File: src/rtl/int_exec_issue_unit.sv
// Integer execute stage fed by the integer issue queue.
// Single-cycle ALU ops go straight to the CDB request register. MUL spends MUL_LAT-1
// cycles in EXEC. The result is held on the CDB port until the arbiter grants it.
module int_exec_issue_unit #(
    parameter int unsigned DATA_W  = 32,
    parameter int unsigned TAG_W   = 6,
    parameter int unsigned MUL_LAT = 4
) (
    input  logic              clk,
    input  logic              rst_n,
    input  logic              issueque_ready,
    input  logic [3:0]        issue_opcode,
    input  logic [TAG_W-1:0]  issue_rd_tag,
    input  logic [DATA_W-1:0] issue_rs1_data,
    input  logic [DATA_W-1:0] issue_rs2_data,
    output logic              issueblk_done,
    output logic              cdb_req,
    input  logic              cdb_grant,
    output logic              CDB_valid,
    output logic [TAG_W-1:0]  CDB_tag,
    output logic [DATA_W-1:0] CDB_data,
    output logic [15:0]       busy_cycles
);

    localparam int unsigned SHW = $clog2(DATA_W);
    localparam int unsigned CW  = $clog2(MUL_LAT);
    localparam logic [CW-1:0] CntLoad = CW'(MUL_LAT - 1);
    localparam logic [CW-1:0] CntOne  = CW'(1);
    localparam logic [3:0] OpAdd = 4'd0;
    localparam logic [3:0] OpSub = 4'd1;
    localparam logic [3:0] OpAnd = 4'd2;
    localparam logic [3:0] OpOr  = 4'd3;
    localparam logic [3:0] OpXor = 4'd4;
    localparam logic [3:0] OpSll = 4'd5;
    localparam logic [3:0] OpSrl = 4'd6;
    localparam logic [3:0] OpSlt = 4'd7;
    localparam logic [3:0] OpMul = 4'd8;

    typedef enum logic [1:0] {StIdle, StExec, StWaitCdb} state_e;

    state_e            state_q, state_d;
    logic [CW-1:0]     cnt_q, cnt_d;
    logic [DATA_W-1:0] mul_a_q, mul_a_d, mul_b_q, mul_b_d;
    logic [DATA_W-1:0] data_q, data_d;
    logic [TAG_W-1:0]  tag_q, tag_d;
    logic [15:0]       busy_q, busy_d;
    logic [DATA_W-1:0] alu_res;
    logic [DATA_W-1:0] mul_res;
    logic              accept;
    logic              slt_bit;

    assign issueblk_done = (state_q == StIdle) || ((state_q == StWaitCdb) && cdb_grant);
    assign accept        = issueque_ready && issueblk_done;
    assign cdb_req       = (state_q == StWaitCdb);
    assign CDB_valid     = cdb_req && cdb_grant;
    assign CDB_tag       = tag_q;
    assign CDB_data      = data_q;
    assign busy_cycles   = busy_q;
    assign mul_res       = mul_a_q * mul_b_q;
    assign slt_bit       = $signed(issue_rs1_data) < $signed(issue_rs2_data);

    // Single-cycle ALU result for the entry currently offered by the queue
    always_comb begin
        alu_res = '0;
        case (issue_opcode)
            OpAdd:   alu_res = issue_rs1_data + issue_rs2_data;
            OpSub:   alu_res = issue_rs1_data - issue_rs2_data;
            OpAnd:   alu_res = issue_rs1_data & issue_rs2_data;
            OpOr:    alu_res = issue_rs1_data | issue_rs2_data;
            OpXor:   alu_res = issue_rs1_data ^ issue_rs2_data;
            OpSll:   alu_res = issue_rs1_data << issue_rs2_data[SHW-1:0];
            OpSrl:   alu_res = issue_rs1_data >> issue_rs2_data[SHW-1:0];
            OpSlt:   alu_res = {{(DATA_W-1){1'b0}}, slt_bit};
            default: alu_res = '0;
        endcase
    end

    // Next-state logic: accept, MUL countdown, CDB hold/release
    always_comb begin
        state_d = state_q;
        cnt_d   = cnt_q;
        mul_a_d = mul_a_q;
        mul_b_d = mul_b_q;
        data_d  = data_q;
        tag_d   = tag_q;
        case (state_q)
            StIdle, StWaitCdb: begin
                if (state_q == StWaitCdb && cdb_grant) begin
                    state_d = StIdle;
                end
                // A granted WAIT_CDB may take a new op in the same cycle (no bubble)
                if (accept) begin
                    tag_d = issue_rd_tag;
                    if (issue_opcode == OpMul) begin
                        state_d = StExec;
                        cnt_d   = CntLoad;
                        mul_a_d = issue_rs1_data;
                        mul_b_d = issue_rs2_data;
                    end else begin
                        state_d = StWaitCdb;
                        data_d  = alu_res;
                    end
                end
            end
            StExec: begin
                cnt_d = cnt_q - CntOne;
                // Counter reaching zero registers the product
                if (cnt_q == CntOne) begin
                    state_d = StWaitCdb;
                    data_d  = mul_res;
                end
            end
            default: state_d = StIdle;
        endcase
        busy_d = busy_q;
        if (state_q != StIdle && busy_q != 16'hFFFF) begin
            busy_d = busy_q + 16'd1;
        end
    end

    // State and datapath registers
    always_ff @(posedge clk or negedge rst_n) begin
        if (!rst_n) begin
            state_q <= StIdle;
            cnt_q   <= '0;
            mul_a_q <= '0;
            mul_b_q <= '0;
            data_q  <= '0;
            tag_q   <= '0;
            busy_q  <= '0;
        end else begin
            state_q <= state_d;
            cnt_q   <= cnt_d;
            mul_a_q <= mul_a_d;
            mul_b_q <= mul_b_d;
            data_q  <= data_d;
            tag_q   <= tag_d;
            busy_q  <= busy_d;
        end
    end

endmodule
File: config.mk
export PLATFORM = sky130hd
export DESIGN_NAME = int_exec_issue_unit
export DESIGN_NICKNAME = d
export VERILOG_FILES = /design/src/rtl/int_exec_issue_unit.sv
export SDC_FILE = /design/constraint.sdc
export NUM_CORES = 2
export LEC_CHECK = 0
export ABC_CLOCK_PERIOD_IN_PS = 7700
export CORE_UTILIZATION = 25
export CTS_CLUSTER_DIAMETER = 40
export CTS_CLUSTER_SIZE = 12
export DETAILED_ROUTE_END_ITERATION = 7
export GPL_ROUTABILITY_DRIVEN = 0
export HOLD_SLACK_MARGIN = 0.03
export PLACE_DENSITY = 0.44
export SYNTH_ARGS = -nofsm -noshare
export SYNTH_HDL_FRONTEND = slang
export SYNTH_SLANG_ARGS = --single-unit
File: constraint.sdc
create_clock -name clk -period 7.7 [get_ports clk]
set_input_delay 1.155 -clock clk [delete_from_list [all_inputs] [get_ports clk]]
set_output_delay 1.155 -clock clk [all_outputs]
set_load 0.02 [all_outputs]
==> flow_summary.json <==
{
  "fillers": 12215,
  "fmax_mhz": 136,
  "detail_route.wl_per_cell_um": 22.6,
  "synthFlopType": "dfrtp_1",
  "htreeDepth": 4,
  "seq_area_frac_synth_pct": 10.8,
  "hold_viol": 0,
  "layout_common_cells": "inv_1 (470), fa_1 (410), nand2_1 (369), and2_1 (316), ha_1 (222)",
  "firstDrtPassIters": 6,
  "slew_headroom_pct": 28.0,
  "path_clk_slew_ns": 0.07,
  "syn_nets": 4022,
  "crit_top_cell": "fa_1",
  "slew_viol_final": 0,
  "ant_nets": 0,
  "drive_gt1_share_pct": 7.59,
  "grt_pass1_wl_mm": 167,
  "die_h_um": 338,
  "drt_iter0_drc": 2071,
  "path_delay_family": "adder cells",
  "setup_viol": 0,
  "clk_latency_ns": 0.45,
  "port_buffers": 134,
  "r2r_start": "mul_a_q[14]",
  "worst_pin_slew_ns": 1.07,
  "rows": 123,
  "ys_types": 83,
  "core_area_um2": 112000,
  "cts.sinks": 122,
  "finalNetCount": 4095,
  "syn_inst": 3312,
  "fin_worst_skew_ns": 0.0131,
  "rsz0062_at_grt": "false",
  "final.setup.tns_ns": 0,
  "final_common_cell": "inv_1",
  "grt_util_all_layers_pct": 19.3,
  "cts-root-buf": "clkbuf_16",
  "syn_area_um2": 28300,
  "cp-startpoint": "mul_a_q[14]",
  "maxCapViolCount": 0,
  "vias": 24099,
  "start_kind": "flip-flop",
  "worst-path-max-fanout": 8,
  "crit_path_top_delay_cell": "fa_1",
  "dieArea_um2": 114000,
  "fin_crit_sh_pct": 95.8,
  "holdCritStartpoint": "CDB_data[8]",
  "yosysWarnings": 0,
  "grt_pass1_vias": 24638,
  "route.detailed.drc": 0,
  "clockBufferDepth": 2,
  "start_util_pct": 25.2,
  "wirelength_mm": 111,
  "hold_buffers": 0,
  "num_io_pins": 135,
  "cts_buffers": 17,
  "async_reset_ff_share_pct": 100,
  "cts_tree": "done",
  "grt_max_degree": 91,
  "outcome": "complete, no violations",
  "overflow": 0,
  "final_area_um2": 32200,
  "avgSynthCellArea_um2": 8.54,
  "critPathBufInv": 5,
  "place_hpwl_mm": 90.8,
  "critPathArrivalTime_ns": 7.72,
  "placed_area_um2": 31600,
  "die_w_um": 338,
  "synth-seq-cells": 122,
  "critPathRequiredTime_ns": 8.04,
  "slowest_delay_ns": 0.57,
  "cp-end-kind": "flip-flop",
  "area_delta_synth_final_pct": 14.1,
  "hold_path.class": "flip-flop to flip-flop",
  "critical_path_class": "flip-flop to flip-flop",
  "antenna_found_initial": 1,
  "min_period_ns": 7.37,
  "synth_edf_count": 0,
  "worstPathCellList": "buf_4, and2_1, fa_1, inv_1, fa_1, fa_1, fa_1, inv_1, fa_1, ha_1, fa_1, fa_1, ha_1, a211o_1, a211oi_1, a21oi_1, buf_4, a31oi_1, o21ai_1, xnor2_1, buf_4, o22ai_1, o22a_1",
  "routed_via_density": 4.92
}
==> flip-flops by register name, summed over array words and instances (netlist names) <==
| register | count |
|---|---|
| CDB_data | 32 |
| CDB_tag | 6 |
| busy_cycles | 16 |
| cnt_q | 2 |
| mul_a_q | 32 |
| mul_b_q | 32 |
| state_q | 2 |
==> metal layers <==
| layer | up-vias | share of wire, % | wire length (um) | track usage (%) |
|---|---|---|---|---|
| met3 | 122 | 4.6 | 5070 | 1.67 |
| li1 | 10916 | - | - | - |
| met2 | 745 | 46 | 51300 | 31.1 |
| met4 | 2 | 2.6 | 2830 | 5.16 |
| met1 | 12314 | 47 | 51600 | 27.6 |
| met5 | - | 0.011 | 12 | 0 |
==> path summary, 6_finish.rpt <==
kind	endpoint	depth (start not counted)	slack, ns
worst max-delay path	CDB_data[25]	23	0.33
worst min-delay path	CDB_data[8]	2	0.48
worst max register to register	CDB_data[25]	23	0.33
worst min register to register	CDB_data[8]	2	0.48
max in group asynchronous	mul_a_q[23]	2	5.70
min in group asynchronous	busy_cycles[5]	1	0.75
==> stage by stage <==
| stage | utilization [%] | std cells | worst slack, ns | hold WS (ns) |
|---|---|---|---|---|
| 4_1_cts | 28.7 | 4898 | 0.181 | 0.482 |
| 3_3_place_gp | 28.1 | 4866 | 0.210 | 0.457 |
| 3_5_place_dp | 28.1 | 4866 | 0.239 | 0.474 |
| 6_report | 28.7 | 4899 | 0.327 | 0.480 |
| 5_1_grt | 28.7 | 4898 | 0.000856 | 0.513 |
| 2_1_floorplan | - | 3312 | 0.696 | 0.446 |
==> timing repair <==
item | CTS | global route
buffers inserted | 0 | 0
setup endpoints to repair | 0 | 8
gates resized for setup | 0 | 16
==> cell usage after synthesis, drive strengths merged, types with 37 or more instances <==
library cell | n | area share (%)
inv | 472 | 6.3
fa | 410 | 29
nand2 | 370 | 4.9
and2 | 316 | 7.0
ha | 222 | 9.8
nor2 | 183 | 2.4
o21ai | 182 | 3.2
clkbuf | 164 | 2.2
a21oi | 163 | 2.9
dfrtp | 122 | 11
xnor2 | 99 | 3.1
mux2i | 56 | 2.0
nor3 | 41 | 0.73
buf | 40 | 0.81
mux4 | 37 | 2.9
==> worst reg2reg max path, cell delays in order (launching register included) <==
cell      delay, ns
dfrtp_1        0.51
buf_4          0.22
and2_1         0.17
fa_1           0.53
inv_1          0.05
fa_1           0.50
fa_1           0.49
fa_1           0.56
inv_1          0.05
fa_1           0.45
ha_1           0.31
fa_1           0.57
fa_1           0.48
ha_1           0.25
a211o_1        0.27
a211oi_1       0.21
a21oi_1        0.12
buf_4          0.19
a31oi_1        0.43
o21ai_1        0.13
xnor2_1        0.32
buf_4          0.20
o22ai_1        0.07
o22a_1         0.18
==> logic make-up after synthesis <==
group | after synthesis | share of synthesized area (%)
buffers and inverters | 679 | 9.35
and+or+nand+nor | 1028 | 17.7
AOI/OAI and AO/OA | 622 | 14.0
DFF | 122 | 10.8
adders and majority gates | 632 | 38.9
xor gates and xnor gates | 123 | 3.81
muxes | 106 | 5.45
==> layout make-up <==
type	instances	area (um^2)	area share, %
multi-input cells	2511	22600	70.1
flip-flops and latches	122	3070	9.52
repair buffers	258	2290	7.11
well taps	1500	1880	5.82
inverters	475	1780	5.53
clock buffers	20	467	1.45
clock inverters	12	135	0.419
diodes	1	2.50	0.00776
Power is left out: the tool's default activity adds up to more than one toggle a clock period on the data nets, which glitch-free logic cannot reach.
